[src/rtl/alimentador_filtro_if.sv]
// Bus-side and stream-side signals of the sample feeder, grouped for the CPU/test driver
// (master) and the feeder itself (slave). Prefixes are from the feeder's point of view.
interface alimentador_filtro_if #(
  parameter int DATA_W = 16,
  parameter int DEPTH  = 16,
  parameter int BATCH  = 9
);
  logic                         i_we;
  logic [DATA_W-1:0]            i_wdata;
  logic                         i_flush;
  logic                         i_clr_ovf;
  logic                         i_out_ready;
  logic                         o_full;
  logic [$clog2(DEPTH+1)-1:0]   o_level;
  logic                         o_overflow;
  logic                         o_out_valid;
  logic [DATA_W-1:0]            o_out_data;
  logic                         o_cuente;
  logic [$clog2(BATCH)-1:0]     o_batch_idx;
  logic                         o_batch_done;

  modport master (
    output i_we, i_wdata, i_flush, i_clr_ovf, i_out_ready,
    input  o_full, o_level, o_overflow, o_out_valid, o_out_data,
           o_cuente, o_batch_idx, o_batch_done
  );

  modport slave (
    input  i_we, i_wdata, i_flush, i_clr_ovf, i_out_ready,
    output o_full, o_level, o_overflow, o_out_valid, o_out_data,
           o_cuente, o_batch_idx, o_batch_done
  );
endinterface

[src/rtl/alimentador_filtro.sv]
// Sample feeder: FIFO of CPU-written samples delivered to the filter core in batches,
// with a fixed idle gap after each batch so the core can compute.
module alimentador_filtro #(
  parameter int DATA_W     = 16,
  parameter int DEPTH      = 16,
  parameter int BATCH      = 9,
  parameter int GAP_CYCLES = 4
) (
  input logic                 clk,
  input logic                 rst,
  alimentador_filtro_if.slave bus
);
  localparam int AW = $clog2(DEPTH);
  localparam int LW = $clog2(DEPTH+1);
  localparam int IW = $clog2(BATCH);
  localparam int GW = $clog2(GAP_CYCLES+1);

  typedef enum logic [1:0] {S_IDLE, S_SEND, S_GAP} state_t;

  logic [DATA_W-1:0] r_mem [DEPTH];
  logic [AW-1:0]     r_wptr, r_rptr;
  logic [LW-1:0]     r_level;
  logic              r_ovf;
  state_t            r_state, w_next;
  logic [IW-1:0]     r_idx;
  logic              r_done;
  logic [GW-1:0]     r_gap;

  logic              w_full, w_push, w_pop, w_valid, w_last;
  logic [LW-1:0]     w_level_nxt;

  // full is judged on the current level: a same-cycle pop never admits a write
  assign w_full      = (r_level == LW'(DEPTH));
  assign w_push      = bus.i_we && !w_full && !bus.i_flush;
  assign w_pop       = w_valid && bus.i_out_ready;
  assign w_last      = (r_idx == IW'(BATCH-1));
  assign w_level_nxt = r_level + LW'(w_push) - LW'(w_pop);

  // sample storage, no reset needed: only entries below level are ever observed
  always_ff @(posedge clk) begin
    if (!rst && w_push) r_mem[r_wptr] <= bus.i_wdata;
  end

  // FIFO pointers and occupancy; pointers wrap naturally since DEPTH is a power of two
  always_ff @(posedge clk) begin
    if (rst || bus.i_flush) begin
      r_wptr  <= '0;
      r_rptr  <= '0;
      r_level <= '0;
    end else begin
      if (w_push) r_wptr <= r_wptr + AW'(1);
      if (w_pop)  r_rptr <= r_rptr + AW'(1);
      r_level <= w_level_nxt;
    end
  end

  // sticky overflow; a dropped write wins over a same-cycle clear, flush leaves it alone
  always_ff @(posedge clk) begin
    if (rst)                          r_ovf <= 1'b0;
    else if (bus.i_we && w_full)      r_ovf <= 1'b1;
    else if (bus.i_clr_ovf)           r_ovf <= 1'b0;
  end

  // FSM state register
  always_ff @(posedge clk) begin
    if (rst || bus.i_flush) r_state <= S_IDLE;
    else                    r_state <= w_next;
  end

  // FSM next state; uses next-cycle level so a fresh write is offered one cycle later
  always_comb begin
    w_next = r_state;
    case (r_state)
      S_IDLE: if (w_level_nxt != '0) w_next = S_SEND;
      S_SEND: begin
        if (w_pop && w_last)          w_next = S_GAP;
        else if (w_level_nxt == '0)   w_next = S_IDLE;
      end
      S_GAP:  if (r_gap == GW'(1))    w_next = (w_level_nxt != '0) ? S_SEND : S_IDLE;
      default:                        w_next = S_IDLE;
    endcase
  end

  // FSM outputs: stream valid only while sending with data available
  always_comb begin
    w_valid = (r_state == S_SEND) && (r_level != '0);
  end

  // batch position, batch-done pulse and gap countdown
  always_ff @(posedge clk) begin
    if (rst || bus.i_flush) begin
      r_idx  <= '0;
      r_done <= 1'b0;
      r_gap  <= '0;
    end else begin
      r_done <= w_pop && w_last;
      if (w_pop) r_idx <= w_last ? '0 : r_idx + IW'(1);
      if (w_pop && w_last)                         r_gap <= GW'(GAP_CYCLES);
      else if (r_state == S_GAP && r_gap != '0)    r_gap <= r_gap - GW'(1);
    end
  end

  assign bus.o_full       = w_full;
  assign bus.o_level      = r_level;
  assign bus.o_overflow   = r_ovf;
  assign bus.o_out_valid  = w_valid;
  assign bus.o_out_data   = r_mem[r_rptr];
  assign bus.o_cuente     = w_pop;
  assign bus.o_batch_idx  = r_idx;
  assign bus.o_batch_done = r_done;
endmodule

[src/flat_wrapper.sv]
// flat-port wrapper written by rule: the top's interface ports become plain ports
module alimentador_filtro_flat 
#(
  parameter int DATA_W     = 16,
  parameter int DEPTH      = 16,
  parameter int BATCH      = 9,
  parameter int GAP_CYCLES = 4
)
  (clk, rst, bus_i_we, bus_i_wdata, bus_i_flush, bus_i_clr_ovf, bus_i_out_ready, bus_o_full, bus_o_level, bus_o_overflow, bus_o_out_valid, bus_o_out_data, bus_o_cuente, bus_o_batch_idx, bus_o_batch_done);
  alimentador_filtro_if #(.DATA_W(DATA_W), .DEPTH(DEPTH), .BATCH(BATCH)) bus_i ();
  input logic clk;
  input logic rst;
  input wire logic [$bits(bus_i.i_we)-1:0] bus_i_we;
  input wire logic [$bits(bus_i.i_wdata)-1:0] bus_i_wdata;
  input wire logic [$bits(bus_i.i_flush)-1:0] bus_i_flush;
  input wire logic [$bits(bus_i.i_clr_ovf)-1:0] bus_i_clr_ovf;
  input wire logic [$bits(bus_i.i_out_ready)-1:0] bus_i_out_ready;
  output wire logic [$bits(bus_i.o_full)-1:0] bus_o_full;
  output wire logic [$bits(bus_i.o_level)-1:0] bus_o_level;
  output wire logic [$bits(bus_i.o_overflow)-1:0] bus_o_overflow;
  output wire logic [$bits(bus_i.o_out_valid)-1:0] bus_o_out_valid;
  output wire logic [$bits(bus_i.o_out_data)-1:0] bus_o_out_data;
  output wire logic [$bits(bus_i.o_cuente)-1:0] bus_o_cuente;
  output wire logic [$bits(bus_i.o_batch_idx)-1:0] bus_o_batch_idx;
  output wire logic [$bits(bus_i.o_batch_done)-1:0] bus_o_batch_done;
  assign bus_i.i_we = bus_i_we;
  assign bus_i.i_wdata = bus_i_wdata;
  assign bus_i.i_flush = bus_i_flush;
  assign bus_i.i_clr_ovf = bus_i_clr_ovf;
  assign bus_i.i_out_ready = bus_i_out_ready;
  assign bus_o_full = bus_i.o_full;
  assign bus_o_level = bus_i.o_level;
  assign bus_o_overflow = bus_i.o_overflow;
  assign bus_o_out_valid = bus_i.o_out_valid;
  assign bus_o_out_data = bus_i.o_out_data;
  assign bus_o_cuente = bus_i.o_cuente;
  assign bus_o_batch_idx = bus_i.o_batch_idx;
  assign bus_o_batch_done = bus_i.o_batch_done;
  alimentador_filtro #(.DATA_W(DATA_W), .DEPTH(DEPTH), .BATCH(BATCH), .GAP_CYCLES(GAP_CYCLES)) u_core (.clk(clk), .rst(rst), .bus(bus_i));
endmodule
[config.mk]
export PLATFORM = sky130hd
export DESIGN_NAME = alimentador_filtro_flat
export DESIGN_NICKNAME = d
export VERILOG_FILES = /design/src/rtl/alimentador_filtro_if.sv /design/src/rtl/alimentador_filtro.sv /design/src/flat_wrapper.sv
export SDC_FILE = /design/constraint.sdc
export NUM_CORES = 1
export LEC_CHECK = 0
export ABC_CLOCK_PERIOD_IN_PS = 6200
export CAP_MARGIN = 20
export CORE_MARGIN = 4
export CORE_UTILIZATION = 40
export DETAILED_ROUTE_END_ITERATION = 16
export GPL_TIMING_DRIVEN = 0
export RECOVER_POWER = 50
export SYNTH_ARGS = -nofsm -noshare
export SYNTH_HDL_FRONTEND = slang
export SYNTH_SLANG_ARGS = --single-unit
[constraint.sdc]
create_clock -name clk -period 6.2 [get_ports clk]
set_clock_uncertainty 0.05 [all_clocks]
set_input_delay 1.24 -clock clk [delete_from_list [all_inputs] [get_ports clk]]
set_output_delay 1.24 -clock clk [all_outputs]
set_load 0.02 [all_outputs]
==> metrics.log <==
INFO  metric postLayoutCellArea = 0.0134 mm²
INFO  metric critPathTopFamily = buffers and inverters
INFO  metric clock_tree_from_tritoncts = done
INFO  metric regArea = roughly 0.0082 mm²
INFO  metric final-setup-viol-count = 0
INFO  metric yosysSeqAreaShare = 0.740
INFO  metric synth_edf_count = 256
INFO  metric cell_with_the_most_instances_after_synthesis = sky130_fd_sc_hd__edfxtp_1
INFO  metric worstPathRequired = ~4.9 ns
INFO  metric synth_area_leader_cell = sky130_fd_sc_hd__edfxtp_1
INFO  metric reg2reg_to = u_core.r_state[0]$_SDFFE_PP0P_
INFO  metric cts_repair_resize_count = 0
INFO  metric crit_start = bus_i_out_ready
INFO  metric ff2ff_path_depth = 12
INFO  metric largest_family_of_logic_cells_by_synthesized_area = multiplexers
INFO  metric grt_first_pass_wirelength = between 30000 and 40000 µm
INFO  metric worst_ir_drop_on_vdd = about 0.17 mV
INFO  metric main_flop_type_after_synthesis = sky130_fd_sc_hd__edfxtp_1
INFO  metric worst_slew_margin_rel = 0.332
INFO  metric grt_pass1_vias = between 5000 and 6000
INFO  metric power.clock.fraction = 0.450
INFO  metric pre_cts_slack = approximately 2 ns
INFO  metric final-hold-violation-count = 0
INFO  metric clock_insertion_delay_worst_skew = 0.53 ns
INFO  metric post_synth_mux_area_share = 0.134
INFO  metric power.combinational.fraction = 0.024
INFO  metric postRouteWirelength = about 24000 µm
INFO  metric crit_slowest_cell = sky130_fd_sc_hd__clkdlybuf4s50_1
INFO  metric io_buffers = 51
INFO  metric synth_cells = ~560
INFO  metric pin_count = 52
INFO  metric mappedNetlistArea = around 0.011 mm²
INFO  metric path_buf_inv = 2
INFO  metric multiInputGateArea = 0.00270 mm²
INFO  metric post_detailed_placement_half_perimeter_wirelength = about 16000 µm
INFO  metric horizontal_extent_of_the_die = around 170 µm
INFO  metric crit_path_cell_trace = dlygate4sd3_1 > nand3b_1 > nor2_1 > clkdlybuf4s50_1
INFO  metric ys_async_sr_fraction = 0
INFO  metric floorplan.initialDensity = 0.410
INFO  metric grt-ovfl-total = 0
INFO  metric detailedRoute.firstIterationViolations = slightly above 500
INFO  metric worst_slack = between 1.5 and 2 ns
INFO  metric cts.path.max_buffers = 3
INFO  metric power.share.switching = 0.194
INFO  metric fp.dieArea = 0.0306 mm²
INFO  metric syn_nets = roughly 600
INFO  metric placement.cell_area = ~0.012 mm²
INFO  metric ys_top_cells_by_count = sky130_fd_sc_hd__edfxtp_1 (256), sky130_fd_sc_hd__mux4_2 (54), sky130_fd_sc_hd__nor2_1 (33)
INFO  metric layoutNonFillerInstCount = ~1100
INFO  metric adder_cell_share_of_the_synthesized_area = 0.0198
INFO  metric flip_flop_and_latch_count_after_synthesis = roughly 280
INFO  metric timing.critical_path.to = bus_o_cuente
INFO  metric p_seq_frac = 0.526
INFO  metric pin_count_of_the_biggest_net_entering_global_routing = 17
INFO  metric power.total = ~4 mW
INFO  metric met1Wirelength = 10300 µm
INFO  metric ys_top_cells_by_area = sky130_fd_sc_hd__edfxtp_1 (69%), sky130_fd_sc_hd__mux4_2 (11%), sky130_fd_sc_hd__dfxtp_1 (5.0%), sky130_fd_sc_hd__mux4_1 (2.4%), sky130_fd_sc_hd__a22oi_1 (2.2%)
INFO  metric post_drt_via_cell_ratio = about 5.2
INFO  metric final.fill_count = roughly 2200
INFO  metric final.period_utilization = 0.716
INFO  metric criticalPathCategory = in2out
INFO  metric worst_hold_slack = 0.455 ns
INFO  metric powerDensity = ~300 mW/mm²
INFO  metric yosys.area_share.xor_xnor = 0.0102
INFO  metric worst_setup_path_start_kind = input port
INFO  metric antenna_cells = 0
INFO  metric fp.dieH = about 170 µm
INFO  metric critical_path.reg2reg.startpoint = u_core.bus.o_level[2]$_SDFF_PP0_
INFO  metric rsz_0062_raised_after_global_routing = false
INFO  metric finalWorstPathRequiredPeriod = between 4 and 5 ns
INFO  metric dpl.cell_count = around 1000
INFO  metric run_status = completed
INFO  metric wire_per_inst = 22.8 µm
INFO  metric ctsHtreeMaxLevel = 1
INFO  metric ctsHoldBuffers = 0
INFO  metric std_cell_core_area = about 0.027 mm²
INFO  metric cts_root_buffer = sky130_fd_sc_hd__clkbuf_16
INFO  metric finish.utilization = 0.493
INFO  metric cellInternalPower = between 3 and 4 mW
INFO  metric critical_path.endpoint_type = output pin
INFO  metric cell_count_along_the_critical_path = 4
INFO  metric clkSinkCount = ~280
INFO  metric cts_bufs_inserted = 28
INFO  metric num-nets-final = approximately 700
INFO  metric layout-area-overhead-vs-synth = 20.3%
INFO  metric rows = 60
INFO  metric power_switching = between 0.7 and 0.8 mW
INFO  metric totalNegativeSetupSlack = 0 ns
INFO  metric synth_compound_area_frac = 0.0324
INFO  metric arrival = 3.15 ns
INFO  metric groute.usage.overall = 0.159
INFO  metric synth.yosys.warnings = 0
INFO  metric drt_first_pass_iters = 5
INFO  metric max_freq = between 200 and 250 MHz
INFO  metric synth.distinct_cells = just under 50
INFO  metric timing.final.max_slew_violations = 0
INFO  metric post_synth_and_or_nand_nor_area_fraction = 0.0431
INFO  metric number_of_antenna_violations_at_the_first_check_in_global_routing = 0
INFO  metric final_layout_size_suffix_gt1_frac = 0.228
INFO  metric maxUsedRoutingLayer = met4
INFO  metric cp_slowest_stage_delay = 0.72 ns
INFO  metric synth_top_area_frac = 0.690
INFO  metric wl_met2 = approximately 12000 µm
INFO  metric cts.repair_timing.setup_buffer_count = 0
INFO  metric worst_setup_hold_path_clk_slew = approximately 0.060 ns
INFO  metric ant_nets = 0
INFO  metric holdCritPathClass = reg2reg
INFO  metric worst-r2r-setup-slack = 2.99 ns
INFO  metric route.met3.wl = about 1200 µm
INFO  metric vias_post_dr = about 5500
INFO  metric p_leak = ~4.3 nW
INFO  metric worst_slew_pin_slew = approximately 1 ns
INFO  metric synthesis.area_per_instance = about 20 µm²
INFO  metric gp_congestion = 0.754
INFO  metric holdPathStages = 2
INFO  metric maxCapViolCount = 0
INFO  metric critical_path_peak_fanout = 7
INFO  metric drc = 0
## per-layer routing
| layer | global-route usage | vias to the layer above |
|---|---|---|
| li1 | - | 2478 |
| met1 | 0.217 | 2867 |
| met2 | 0.267 | 153 |
| met3 | 0.0279 | 35 |
| met4 | 0.0409 | 0 |
| met5 | 0 | - |
## area by class of cell
type | count | area share
inverters | 14 | 0.00392
repair buffers | 69 | 0.0573
clock inverters | 21 | 0.0207
multi-input cells | 240 | 0.202
plain buffers | 25 | 0.0133
flip-flops and latches | 284 | 0.615
clock buffers | 31 | 0.0531
well taps | 372 | 0.0347
## state kept, by name, summed over array words and instances (netlist names), named ones only
name	cells
u_core.r_state	2
u_core.bus.o_overflow	1
u_core.r_mem	256
u_core.r_rptr	4
u_core.bus.o_batch_idx	4
u_core.r_gap	3
u_core.bus.o_batch_done	1
u_core.r_wptr	4
u_core.bus.o_level	5
## cell families (layout without fill, tap and decap cells)
| group | Yosys count | after routing |
|---|---|---|
| AOI/OAI and AO/OA | 50 | 50 |
| xor gates and xnor gates | 13 | 13 |
| adders and majority gates | 17 | 17 |
| buffers and inverters | 39 | 160 |
| DFF | 284 | 284 |
| muxes | 65 | 65 |
| and+or+nand+nor | 95 | 95 |
## how the worst min path moves through the flow
stage	slack [ns]	endpoint	startpoint
after detailed placement	0.45	u_core.r_gap[1]$_SDFFE_PP0P_	u_core.r_gap[1]$_SDFFE_PP0P_
after global placement	0.44	u_core.r_gap[1]$_SDFFE_PP0P_	u_core.r_gap[1]$_SDFFE_PP0P_
after CTS	0.45	u_core.r_gap[1]$_SDFFE_PP0P_	u_core.r_gap[1]$_SDFFE_PP0P_
after global routing	0.48	u_core.r_gap[1]$_SDFFE_PP0P_	u_core.r_gap[1]$_SDFFE_PP0P_
final	0.45	u_core.r_gap[1]$_SDFFE_PP0P_	u_core.r_gap[1]$_SDFFE_PP0P_
after floorplan	0.43	u_core.r_gap[1]$_SDFFE_PP0P_	u_core.r_gap[1]$_SDFFE_PP0P_
## worst min-delay path: cells and delay by family (launching register included)
family | cells | cell delay (ns)
AO/OA/AOI/OAI | 1 | 0.05
AND/OR/NAND/NOR | 1 | 0.10
flip-flops | 1 | 0.31
## layout by cell type (no fill, tap or decap), types with 6 or more instances in the layout
cell / synthesis / final
sky130_fd_sc_hd__edfxtp_1: 256 / 256
sky130_fd_sc_hd__mux4_2: 54 / 54
sky130_fd_sc_hd__a22oi_1: 32 / 32
sky130_fd_sc_hd__dfxtp_1: 28 / 28
sky130_fd_sc_hd__clkbuf_16: 0 / 28
sky130_fd_sc_hd__clkdlybuf4s50_1: 0 / 26
sky130_fd_sc_hd__dlygate4sd3_1: 0 / 25
sky130_fd_sc_hd__nand2_1: 23 / 24
sky130_fd_sc_hd__nor2_1: 33 / 22
sky130_fd_sc_hd__ha_1: 16 / 16
sky130_fd_sc_hd__buf_6: 5 / 15
sky130_fd_sc_hd__inv_1: 14 / 14
sky130_fd_sc_hd__nor2_2: 1 / 12
sky130_fd_sc_hd__xnor2_1: 11 / 11
sky130_fd_sc_hd__clkbuf_1: 7 / 10
sky130_fd_sc_hd__mux4_1: 10 / 10
sky130_fd_sc_hd__a21oi_1: 8 / 8
sky130_fd_sc_hd__bufinv_16: 0 / 6
sky130_fd_sc_hd__clkinv_2: 0 / 6
sky130_fd_sc_hd__buf_8: 0 / 6
## power by group through the flow
stage / Sequential [mW] / Combinational, mW / Clock [mW]
floorplan: 2.14 / 0.0379 / 0
global placement: 2.14 / 0.0935 / 0
detailed placement: 2.14 / 0.100 / 0
CTS: 2.10 / 0.100 / 1.84
global route: 2.09 / 0.105 / 1.92
finish: 2.09 / 0.0952 / 1.79
Power figures use the tool's default switching activity.
